[src/rtl/sap1_pkg.sv]
// Shared constants for the SAP-1 controller: opcodes, T-state indices and control-word layout.
package sap1_pkg;

    // Instruction opcodes (upper nibble of the instruction register)
    localparam logic [3:0] op_lda = 4'b0000;
    localparam logic [3:0] op_add = 4'b0001;
    localparam logic [3:0] op_sub = 4'b0010;
    localparam logic [3:0] op_out = 4'b1110;
    localparam logic [3:0] op_hlt = 4'b1111;

    // Bit index of each T-state in the one-hot T_STATE vector
    localparam int unsigned t1_idx = 0;
    localparam int unsigned t2_idx = 1;
    localparam int unsigned t3_idx = 2;
    localparam int unsigned t4_idx = 3;
    localparam int unsigned t5_idx = 4;
    localparam int unsigned t6_idx = 5;

    // Control-word layout: {Cp, Ep, nLm, nCE, nLi, nEi, nLa, nLb, nLo, Ea, Su, Eu}
    localparam int unsigned cw_width = 12;
    localparam int unsigned cw_cp    = 11;
    localparam int unsigned cw_ep    = 10;
    localparam int unsigned cw_nlm   = 9;
    localparam int unsigned cw_nce   = 8;
    localparam int unsigned cw_nli   = 7;
    localparam int unsigned cw_nei   = 6;
    localparam int unsigned cw_nla   = 5;
    localparam int unsigned cw_nlb   = 4;
    localparam int unsigned cw_nlo   = 3;
    localparam int unsigned cw_ea    = 2;
    localparam int unsigned cw_su    = 1;
    localparam int unsigned cw_eu    = 0;

    // All active-high strobes low, all active-low strobes high
    localparam logic [cw_width-1:0] cw_inactive = 12'b0011_1111_1000;

endpackage

[src/rtl/ring_counter.sv]
// Six-state one-hot T-state ring with synchronous clear, enable and halt.
module ring_counter
    import sap1_pkg::*;
(
    input  logic       clk_i,
    input  logic       clr_i,
    input  logic       en_i,
    input  logic       halt_i,
    output logic [5:0] t_state_o,
    output logic       halted_o
);

    typedef enum logic [0:0] {StRun, StHalted} run_state_e;

    logic [5:0] ring_q;
    run_state_e state_q;

    // Clear wins over everything; a halt request freezes the ring at all-zero until the next clear
    always_ff @(posedge clk_i) begin
        if (clr_i) begin
            ring_q  <= 6'b000001;
            state_q <= StRun;
        end else if (en_i && state_q == StRun) begin
            if (halt_i) begin
                ring_q  <= 6'b000000;
                state_q <= StHalted;
            end else begin
                ring_q <= {ring_q[4:0], ring_q[5]};
            end
        end
    end

    assign t_state_o = ring_q;
    assign halted_o  = (state_q == StHalted);

endmodule

[src/rtl/controller_sequencer.sv]
// SAP-1 controller/sequencer: T-state ring plus combinational opcode/T-state control decode.
module controller_sequencer
    import sap1_pkg::*;
(
    input  logic       CLK,
    input  logic       CLR,
    input  logic       RUN,
    input  logic [3:0] OPCODE,
    output logic       Cp,
    output logic       Ep,
    output logic       nLm,
    output logic       nCE,
    output logic       nLi,
    output logic       nEi,
    output logic       nLa,
    output logic       nLb,
    output logic       nLo,
    output logic       Ea,
    output logic       Su,
    output logic       Eu,
    output logic       HLT,
    output logic [5:0] T_STATE
);

    logic [5:0]          t_state;
    logic                halted;
    logic                halt_req;
    logic [cw_width-1:0] cw;

    // Halt is only taken from T4; the ring ignores it unless RUN advances the sequence
    assign halt_req = t_state[t4_idx] && (OPCODE == op_hlt);

    ring_counter u_ring (
        .clk_i    (CLK),
        .clr_i    (CLR),
        .en_i     (RUN),
        .halt_i   (halt_req),
        .t_state_o(t_state),
        .halted_o (halted)
    );

    // Decode the control word from the current T-state and opcode; idle word while held or halted
    always_comb begin
        cw = cw_inactive;
        if (RUN && !halted) begin
            unique case (1'b1)
                t_state[t1_idx]: begin
                    cw[cw_ep]  = 1'b1;
                    cw[cw_nlm] = 1'b0;
                end
                t_state[t2_idx]: begin
                    cw[cw_cp] = 1'b1;
                end
                t_state[t3_idx]: begin
                    cw[cw_nce] = 1'b0;
                    cw[cw_nli] = 1'b0;
                end
                t_state[t4_idx]: begin
                    case (OPCODE)
                        op_lda, op_add, op_sub: begin
                            cw[cw_nei] = 1'b0;
                            cw[cw_nlm] = 1'b0;
                        end
                        op_out: begin
                            cw[cw_ea]  = 1'b1;
                            cw[cw_nlo] = 1'b0;
                        end
                        default: ;
                    endcase
                end
                t_state[t5_idx]: begin
                    case (OPCODE)
                        op_lda: begin
                            cw[cw_nce] = 1'b0;
                            cw[cw_nla] = 1'b0;
                        end
                        op_add, op_sub: begin
                            cw[cw_nce] = 1'b0;
                            cw[cw_nlb] = 1'b0;
                        end
                        default: ;
                    endcase
                end
                t_state[t6_idx]: begin
                    case (OPCODE)
                        op_add: begin
                            cw[cw_eu]  = 1'b1;
                            cw[cw_nla] = 1'b0;
                        end
                        op_sub: begin
                            cw[cw_eu]  = 1'b1;
                            cw[cw_su]  = 1'b1;
                            cw[cw_nla] = 1'b0;
                        end
                        default: ;
                    endcase
                end
                default: ;
            endcase
        end
    end

    assign Cp      = cw[cw_cp];
    assign Ep      = cw[cw_ep];
    assign nLm     = cw[cw_nlm];
    assign nCE     = cw[cw_nce];
    assign nLi     = cw[cw_nli];
    assign nEi     = cw[cw_nei];
    assign nLa     = cw[cw_nla];
    assign nLb     = cw[cw_nlb];
    assign nLo     = cw[cw_nlo];
    assign Ea      = cw[cw_ea];
    assign Su      = cw[cw_su];
    assign Eu      = cw[cw_eu];
    assign HLT     = halted;
    assign T_STATE = t_state;

endmodule
[config.mk]
export PLATFORM = sky130hd
export DESIGN_NAME = controller_sequencer
export DESIGN_NICKNAME = d
export VERILOG_FILES = /design/src/rtl/sap1_pkg.sv /design/src/rtl/ring_counter.sv /design/src/rtl/controller_sequencer.sv
export SDC_FILE = /design/constraint.sdc
export NUM_CORES = 1
export LEC_CHECK = 0
export CAP_MARGIN = 20
export CORE_AREA = 2 2 39 41
export CTS_BUF_LIST = sky130_fd_sc_hd__clkbuf_8
export DETAILED_ROUTE_END_ITERATION = 10
export DIE_AREA = 0 0 41 43
export DONT_BUFFER_PORTS = 1
export PLACE_DENSITY_LB_ADDON = 0.25
export SETUP_SLACK_MARGIN = 0.15
export SYNTH_ARGS = -nofsm -noshare
export SYNTH_HDL_FRONTEND = slang
export SYNTH_HIERARCHICAL = 1
export SYNTH_SLANG_ARGS = --single-unit
[constraint.sdc]
create_clock -name CLK -period 1.25 [get_ports CLK]
set_input_delay 0.125 -clock CLK [delete_from_list [all_inputs] [get_ports CLK]]
set_output_delay 0.125 -clock CLK [all_outputs]
set_load 0.005 [all_outputs]
==> results of run 1 <==
[power groups by stage]
stage / combinational [mW] / sequential (mW) / clock [mW]
after global routing: 0.0685 / 0.240 / 0.332
final: 0.0608 / 0.239 / 0.310
after floorplan: 0.0381 / 0.242 / 0
after CTS: 0.0602 / 0.239 / 0.322
after detailed placement: 0.0498 / 0.243 / 0
after global placement: 0.0499 / 0.243 / 0
[cell type report]
class / count / area (sq um)
Clock buffer: 3 / 41.3
Clock inverter: 1 / 3.75
Fill cell: 142 / 800
Inverter: 2 / 7.51
Multi-Input combinational cell: 48 / 320
Sequential cell: 7 / 144
Tap cell: 16 / 20.0
Timing Repair Buffer: 6 / 47.5
[kinds of logic after synthesis]
group	Yosys count
compound gates	11
buf+inv	2
simple gates	37
flops	7
[through the flow]
| step | hold slack, ns | utilization (%) | setup slack, ns | setup TNS, ns |
|---|---|---|---|---|
| CTS | 0.0498 | 41.8 | -0.0878 | -0.228 |
| global placement | 0.189 | 35.8 | 0.0859 | 0 |
| finish | 0.0505 | 42.2 | -0.0752 | -0.164 |
| global route | 0.0900 | 42.2 | -0.156 | -0.593 |
| floorplan | 0.187 | - | 0.153 | 0 |
| detailed placement | 0.190 | 35.8 | 0.0392 | 0 |
[layer usage]
layer	global-route usage, %	share of wire (%)	vias to the layer above
li1	-	-	218
met1	18.1	45	191
met2	19.1	39	30
met3	7.33	15	2
met4	10.0	1.6	0
met5	0	0	-
[registers in the layout (all words and copies together), names as in the netlist]
register / count
u_ring/halted_o: 1
u_ring/t_state_o: 6
[synth_stat cells]
library cell and n:
nor4b_4 1, a211o_1 1, nor4b_1 1, and2b_4 1, nand2b_1 4, inv_2 1
nor3_1 1, nand2b_2 1, nand3_1 1, inv_1 1, dfxtp_1 7, nor2_1 5
nor3b_2 1, nor2b_1 2, and3_1 1, o21ai_1 2, a21oi_1 7, and2_1 3
nand2_1 8, a21boi_1 1, nand3_2 1, nand3b_1 6
[what timing repair did]
action	in CTS	in global routing
gates resized for setup	4	1
setup buffers	2	0
setup endpoints to repair	13	13
hold buffers	1	0
pin swaps	5	0
endpoints found under the hold margin	7	0
[critical path: cells and delay by family (launching register included)]
kind	cells	cell delay [ns]
compound gates	1	0.17
flops	1	0.35
simple gates	2	0.45
[final timing paths]
kind | to | depth (start not counted)
setup / recovery | nLm | 3
setup reg to reg | u_ring/t_state_o[0] | 3
hold / removal | u_ring/halted_o | 2
hold reg to reg | u_ring/t_state_o[1] | 2
==> flow_summary_export.csv, run 1 <==
group,metric,value,unit
synthesis,synth_compound_area_share,13.6,%
synthesis,synth_top_area_share,31.2,%
power_and_ir_drop,power,0.610,mW
placed_design,placed_cells,76,
timing,setup_ws,-0.0752,ns
floorplan,io_pins,26,
timing,fin_skew,0.00180,ns
clock_tree,cts_root_buffer,"clkbuf_8",
placed_design,place_congestion,0.722,
timing,maxSlewHeadroom,79.1,%
clock_tree,htreeDepth,1,
run_status,violations,"setup timing",
setup_path,crit_chain,"nor4b_4, nand3_2, a21boi_1",
setup_path,cpMaxStageDelayCell,"dfxtp_2",
power_and_ir_drop,clkPwrFrac,50.8,%
layout,final_common_cell,"nand2_1",
global_route,grt_pass1_vias,419,
synthesis,yosys.area_share.simple,53.5,%
setup_path,rr_startpoint,"u_ring/halted_o",
synthesis,syn_nets,64,
global_route,grt_pass1_wl,1700,microns
layout,syn_to_final_growth,30.1,%
synthesis,synth_top_family_by_area,"simple AND/OR/NAND/NOR gates",
synthesis,synth_area_per_cell,7.88,sq um
synthesis,synth-seq-cells,7,
placed_design,placed_area,495,sq um
placed_design,dp_hpwl,845,microns
layout,diodes,0,
clock_tree,cts_tree,"yes",
power_and_ir_drop,combPwrFrac,10.0,%
detailed_routing,routedWlPerCell,14.0,microns
worst_hold_path,hp-start,"RUN",
floorplan,rows,14,
layout,final_area,584,sq um
detailed_routing,drt_first_pass_iters,4,
synthesis,ys_warn_count,6,
synthesis,synth.area.top_cells,"dfxtp_1, nand3b_1, a21oi_1",
setup_path,cp-end-kind,"primary output",
power_and_ir_drop,p_leak,0.211,nW
synthesis,syn_inst,57,
floorplan,die_y,43,microns
timing,drv_slew,0,
synthesis,synth-xor-area-share,0,%
synthesis,yosysUniqueCellTypes,22,
synthesis,netlist_area,449,sq um
setup_path,critPathMaxFanout,7,
power_and_ir_drop,p_sw,0.137,mW
setup_path,slowest_delay,0.35,ns
timing,worst_pin_slew,0.312,ns
power_and_ir_drop,peakVddDrop,0.590,mV
clock_tree,numCtsBuffers,3,
synthesis,synthAdderAreaFrac,0,%
global_route,gr-usage-all-layers,14.7,%
detailed_routing,vias,441,
detailed_routing,drtIter0Drc,12,
synthesis,yosys.area.top_type,"dfxtp_1",
clock_tree,clk_pin_slew_worst_paths,0.04,ns
detailed_routing,ant_nets,0,
timing,fmax,755,MHz
power_and_ir_drop,powerDensity,1040,nW/um^2
floorplan,die_area,1760,sq um
floorplan,coreArea,1380,sq um
timing,finalSetupViolations,5,
power_and_ir_drop,internal-power,0.473,mW
setup_path,arrival,1.20,ns
timing,layout_min_cycle_time,1.33,ns
floorplan,start_util,32.5,%
global_route,grt_max_degree,9,
setup_path,path_class,"flop to primary output",
worst_hold_path,hp-class,"primary input to flop",
layout,finalNonFillerCells,83,
timing,rsz0062_at_grt,"true",
floorplan,fp.dieW,41,microns
setup_path,worstPathRequired,1.12,ns
timing,period_share,106,%
clock_tree,clock-sinks,7,
layout,final_cell_mix,"nand2_1, a21oi_1, nand3b_1",
setup_path,start_kind,"flop",
setup_path,r2r_slack,0.18,ns
run_status,outcome,"finished with violations",
clock_tree,clkLatencyLatePin,0.23,ns
clock_tree,cts.path.max_buffers,2,
global_route,overflow,0,
setup_path,startpoint,"u_ring/halted_o",
detailed_routing,drc,0,
power_and_ir_drop,swShare,22.5,%
layout,fin_nets,75,
synthesis,synth_mux_area_share,0,%
placed_design,port_buffers,0,
timing,hold_viol_final,0,
synthesis,ys_seq_area_share,31.2,%
job,drv_cap,0,
power_and_ir_drop,sequentialPowerShare,39.3,%
layout,drive_gt1_share,29.9,%
detailed_routing,via_per_inst,5.31,
detailed_routing,drt-total-wl,1160,microns
global_route,antenna_found_initial,0,
Power figures use the tool's default switching activity.
==> inputs of run 2 (changes only) <==
- PLACE_DENSITY_LB_ADDON: 0.25 -> default
==> flow_summary_export.csv, run 2 (same netlist as run 1, synthesis figures left out) <==
group,metric,value,unit
run_status,outcome,"finished with violations",
run_status,violations,"setup timing",
clock_tree,htreeDepth,1,
detailed_routing,drt_first_pass_iters,4,
placed_design,place_congestion,0.742,
clock_tree,clkLatencyLatePin,0.22,ns
setup_path,startpoint,"u_ring/halted_o",
timing,tns,-0.167,ns
worst_hold_path,hp-class,"primary input to flop",
detailed_routing,ant_nets,0,
timing,worst_pin_slew,0.320,ns
timing,hold_viol_final,0,
placed_design,dp_hpwl,768,microns
detailed_routing,vias,415,
timing,finalSetupViolations,4,
clock_tree,numCtsBuffers,3,
global_route,overflow,0,
placed_design,placed_area,488,sq um
timing,fmax,759,MHz
timing,layout_min_cycle_time,1.32,ns
worst_hold_path,hp-start,"RUN",
timing,rsz0062_at_grt,"true",
clock_tree,cts.path.max_buffers,2,
setup_path,worstPathRequired,1.12,ns
power_and_ir_drop,powerDensity,1030,nW/um^2
floorplan,die_y,43,microns
power_and_ir_drop,peakVddDrop,0.651,mV
floorplan,die_area,1760,sq um
global_route,gr-usage-all-layers,13.7,%
setup_path,path_class,"flop to primary output",
floorplan,io_pins,26,
power_and_ir_drop,power,0.599,mW
global_route,antenna_found_initial,0,
detailed_routing,routedWlPerCell,12.9,microns
floorplan,coreArea,1380,sq um
power_and_ir_drop,p_leak,0.202,nW
setup_path,critPathMaxFanout,7,
detailed_routing,drc,0,
placed_design,port_buffers,0,
layout,largest_reg_flops,6,
setup_path,start_kind,"flop",
floorplan,rows,14,
detailed_routing,drt-total-wl,1040,microns
setup_path,rr_startpoint,"u_ring/t_state_o[3]",
timing,drv_slew,0,
layout,final_common_cell,"nand2_1",
clock_tree,cts_root_buffer,"clkbuf_8",
setup_path,cp-end-kind,"primary output",
layout,fin_nets,73,
timing,maxSlewHeadroom,78.6,%
layout,syn_to_final_growth,29.0,%
clock_tree,clock-sinks,7,
global_route,grt_pass1_wl,1520,microns
timing,setup_ws,-0.0682,ns
job,drv_cap,0,
layout,fillCellCount,143,
layout,final_cell_mix,"nand2_1, a21oi_1, nand3b_1",
global_route,grt_max_degree,9,
timing,fin_skew,0.000164,ns
layout,drive_gt1_share,29.2,%
setup_path,arrival,1.19,ns
floorplan,start_util,32.5,%
global_route,grt_pass1_vias,383,
layout,final_area,579,sq um
setup_path,r2r_slack,0.21,ns
floorplan,fp.dieW,41,microns
detailed_routing,drtIter0Drc,9,
timing,period_share,105,%
detailed_routing,via_per_inst,5.12,
clock_tree,clk_pin_slew_worst_paths,0.04,ns
layout,diodes,0,
clock_tree,cts_tree,"yes",
run 2: cell count changes in the layout (fill, tap and decap cells not counted), sizes merged:
cell	delta
buf	-2
run 2: final cells by class:
type                            count  area, sq um  area share [%]
Inverter                            2         7.51            1.30
Timing Repair Buffer                4         32.5            5.62
Multi-Input combinational cell     48          328            56.6
Sequential cell                     7          146            25.3
Clock inverter                      1         3.75           0.648
Clock buffer                        3         41.3            7.13
Tap cell                           16         20.0            3.46
run 2: report_power, final:
part / total [mW] / internal, mW / leakage [nW] / switching (mW)
clock network: 0.304 / 0.212 / 0.0269 / 0.0919
logic: 0.0585 / 0.0281 / 0.116 / 0.0304
registers: 0.237 / 0.229 / 0.0589 / 0.00793
total: 0.599 / 0.469 / 0.202 / 0.130
run 2: layer usage:
metal / part of all wire, % / GRT usage [%]
met1: 41 / 15.3
met2: 47 / 19.4
met3: 8.4 / 3.14
met4: 3.9 / 14.0
met5: 0 / 0
run 2: metrics by stage:
stage	instances	worst slack [ns]	hold WS, ns	utilization (%)
3_3_place_gp	75	0.0713	0.190	35.3
5_1_grt	81	-0.152	0.0797	41.9
3_5_place_dp	75	0.0493	0.191	35.3
6_report	81	-0.0682	0.0569	41.9
2_1_floorplan	57	0.153	0.187	-
4_1_cts	81	-0.0808	0.0544	41.2
run 2: repair_timing:
item                       4_1_cts  5_1_grt
hold buffers                     1        0
hold endpoints to repair         7        0
setup buffers                    1        0
setup endpoints to repair       12       11
pin swaps                        4        1
gates resized for setup          6        2
run 2: worst paths after layout:
check                           cells past startpoint                   to
worst min-delay path                                2      u_ring/halted_o
worst max-delay path                                3                  nLm
worst min register to register                      2  u_ring/t_state_o[1]
worst max register to register                      4  u_ring/t_state_o[0]
run 2: worst max-delay path: stages (launching register included):
cell and delay, ns:
dfxtp_4 0.36, nor4b_4 0.31, nand3_2 0.13, a21boi_1 0.16
==> inputs of run 3 (changes only) <==
- PLACE_DENSITY: default -> 0.5
==> flow_summary_export.csv, run 3 (same netlist as run 1, synthesis figures left out) <==
group,metric,value,unit
run_status,outcome,"finished with violations",
run_status,violations,"setup timing",
setup_path,path_class,"flop to primary output",
setup_path,start_kind,"flop",
power_and_ir_drop,powerDensity,1030,nW/um^2
layout,largest_reg_flops,6,
timing,hold_ws,0.0476,ns
detailed_routing,vias,439,
placed_design,placed_cells,76,
floorplan,start_util,32.5,%
placed_design,port_buffers,0,
setup_path,cpMaxStageDelayCell,"dfxtp_4",
clock_tree,clock-sinks,7,
setup_path,crit_chain,"nor4b_4, nand3_2, a21boi_1",
floorplan,coreArea,1380,sq um
detailed_routing,drt-total-wl,1100,microns
floorplan,die_y,43,microns
setup_path,reg2reg_depth,5,
timing,setup_ws,-0.0492,ns
timing,fmax,770,MHz
timing,hold_viol_final,0,
setup_path,rr_startpoint,"u_ring/t_state_o[3]",
timing,worst_pin_slew,0.355,ns
timing,fin_skew,0.00212,ns
layout,fin_nets,74,
clock_tree,numCtsBuffers,3,
floorplan,die_area,1760,sq um
layout,drive_gt1_share,33.3,%
global_route,grt_pass1_wl,1440,microns
layout,fin_util,42.9,%
detailed_routing,drt_first_pass_iters,4,
power_and_ir_drop,p_leak,0.207,nW
floorplan,fp.dieW,41,microns
layout,diodes,0,
timing,maxSlewHeadroom,76.0,%
detailed_routing,via_per_inst,5.35,
timing,layout_min_cycle_time,1.30,ns
timing,rsz0062_at_grt,"true",
worst_hold_path,hp-start,"RUN",
setup_path,r2r-end,"u_ring/t_state_o[2]",
clock_tree,clkLatencyLatePin,0.23,ns
worst_hold_path,min_path_cells,2,
global_route,antenna_found_initial,0,
clock_tree,htreeDepth,1,
setup_path,worstPathRequired,1.12,ns
layout,final_common_cell,"nand2_1",
floorplan,rows,14,
detailed_routing,routedWlPerCell,13.4,microns
setup_path,cp_top_family,"simple AND/OR/NAND/NOR gates",
clock_tree,cts.path.max_buffers,2,
worst_hold_path,whs_endpoint,"u_ring/halted_o",
global_route,grt_max_degree,9,
clock_tree,clk_pin_slew_worst_paths,0.04,ns
detailed_routing,ant_nets,0,
timing,period_share,104,%
setup_path,critPathMaxFanout,7,
global_route,overflow,0,
power_and_ir_drop,peakVddDrop,0.638,mV
placed_design,dp_hpwl,812,microns
setup_path,critical_path_buf_inv_count,0,
detailed_routing,drc,0,
global_route,gr-usage-all-layers,12.5,%
job,drv_cap,0,
clock_tree,cts_tree,"yes",
layout,fillCellCount,151,
layout,finalNonFillerCells,82,
layout,final_cell_mix,"nand2_1, a21oi_1, nand3b_1",
power_and_ir_drop,power,0.612,mW
timing,drv_slew,0,
worst_hold_path,hp-class,"primary input to flop",
placed_design,dp_slack,0.0660,ns
global_route,grt_pass1_vias,356,
clock_tree,cts_root_buffer,"clkbuf_8",
setup_path,cp-end-kind,"primary output",
detailed_routing,drtIter0Drc,7,
setup_path,arrival,1.17,ns
timing,finalSetupViolations,4,
floorplan,io_pins,26,
setup_path,r2r_slack,0.22,ns
setup_path,slowest_delay,0.36,ns
layout,syn_to_final_growth,32.0,%
placed_design,place_congestion,0.664,
-- run 3: changes by cell type in the layout (fill, tap and decap cells not counted), sizes merged --
cell	before	now
buf	3	4
-- run 3: through the flow --
| step | area, sq um | TNS (ns) |
|---|---|---|
| 2_1_floorplan | 453 | 0 |
| 5_1_grt | 593 | -0.344 |
| 3_3_place_gp | 495 | 0 |
| 4_1_cts | 571 | -0.0817 |
| 6_report | 593 | -0.106 |
| 3_5_place_dp | 495 | 0 |
-- run 3: worst register-to-register path: stages, from the launching register on --
cell and delay, ns:
dfxtp_2 0.32, nand3_2 0.11, nor2_4 0.17, buf_4 0.14, nand3b_1 0.10, a21oi_1 0.06
-- run 3: where the power goes --
part / leakage, nW / total [mW] / switching, mW / internal [mW]
Clock: 0.0269 / 0.315 / 0.102 / 0.213
Sequential: 0.0589 / 0.237 / 0.00778 / 0.229
Combinational: 0.121 / 0.0604 / 0.0321 / 0.0283
Total: 0.207 / 0.612 / 0.142 / 0.470
-- run 3: metal layers --
metal / GRT usage, % / part of all wire (%) / vias up
li1: - / - / 214
met1: 15.5 / 41 / 204
met2: 18.1 / 47 / 19
met3: 4.71 / 11 / 2
met4: 6.00 / 1.5 / 0
met5: 0 / 0 / -
-- run 3: how the worst max path moves through the flow --
stage,startpoint,end,cells after the start
3_5_place_dp,u_ring/halted_o,nLm,3
5_1_grt,u_ring/halted_o,nLm,3
2_1_floorplan,u_ring/halted_o,nLm,3
3_3_place_gp,u_ring/halted_o,nLm,3
4_1_cts,u_ring/halted_o,nLm,3
6_report,u_ring/halted_o,nLm,3
-- run 3: layout make-up --
cell class | instances | area (sq um) | area share, %
clock buffer | 3 | 41.3 | 6.96
clock inverter | 1 | 3.75 | 0.633
inverter | 2 | 7.51 | 1.27
multi-input combinational | 48 | 334 | 56.3
sequential | 7 | 146 | 24.7
tap | 16 | 20.0 | 3.38
timing repair buffer | 5 | 40.0 | 6.75
-- run 3: repair_timing --
action / in CTS / in global routing
endpoints found under the setup margin: 12 / 13
gates resized for setup: 4 / 6
setup buffers: 1 / 0
hold buffers: 1 / 0
pin swaps: 5 / 2
hold endpoints to repair: 7 / 0
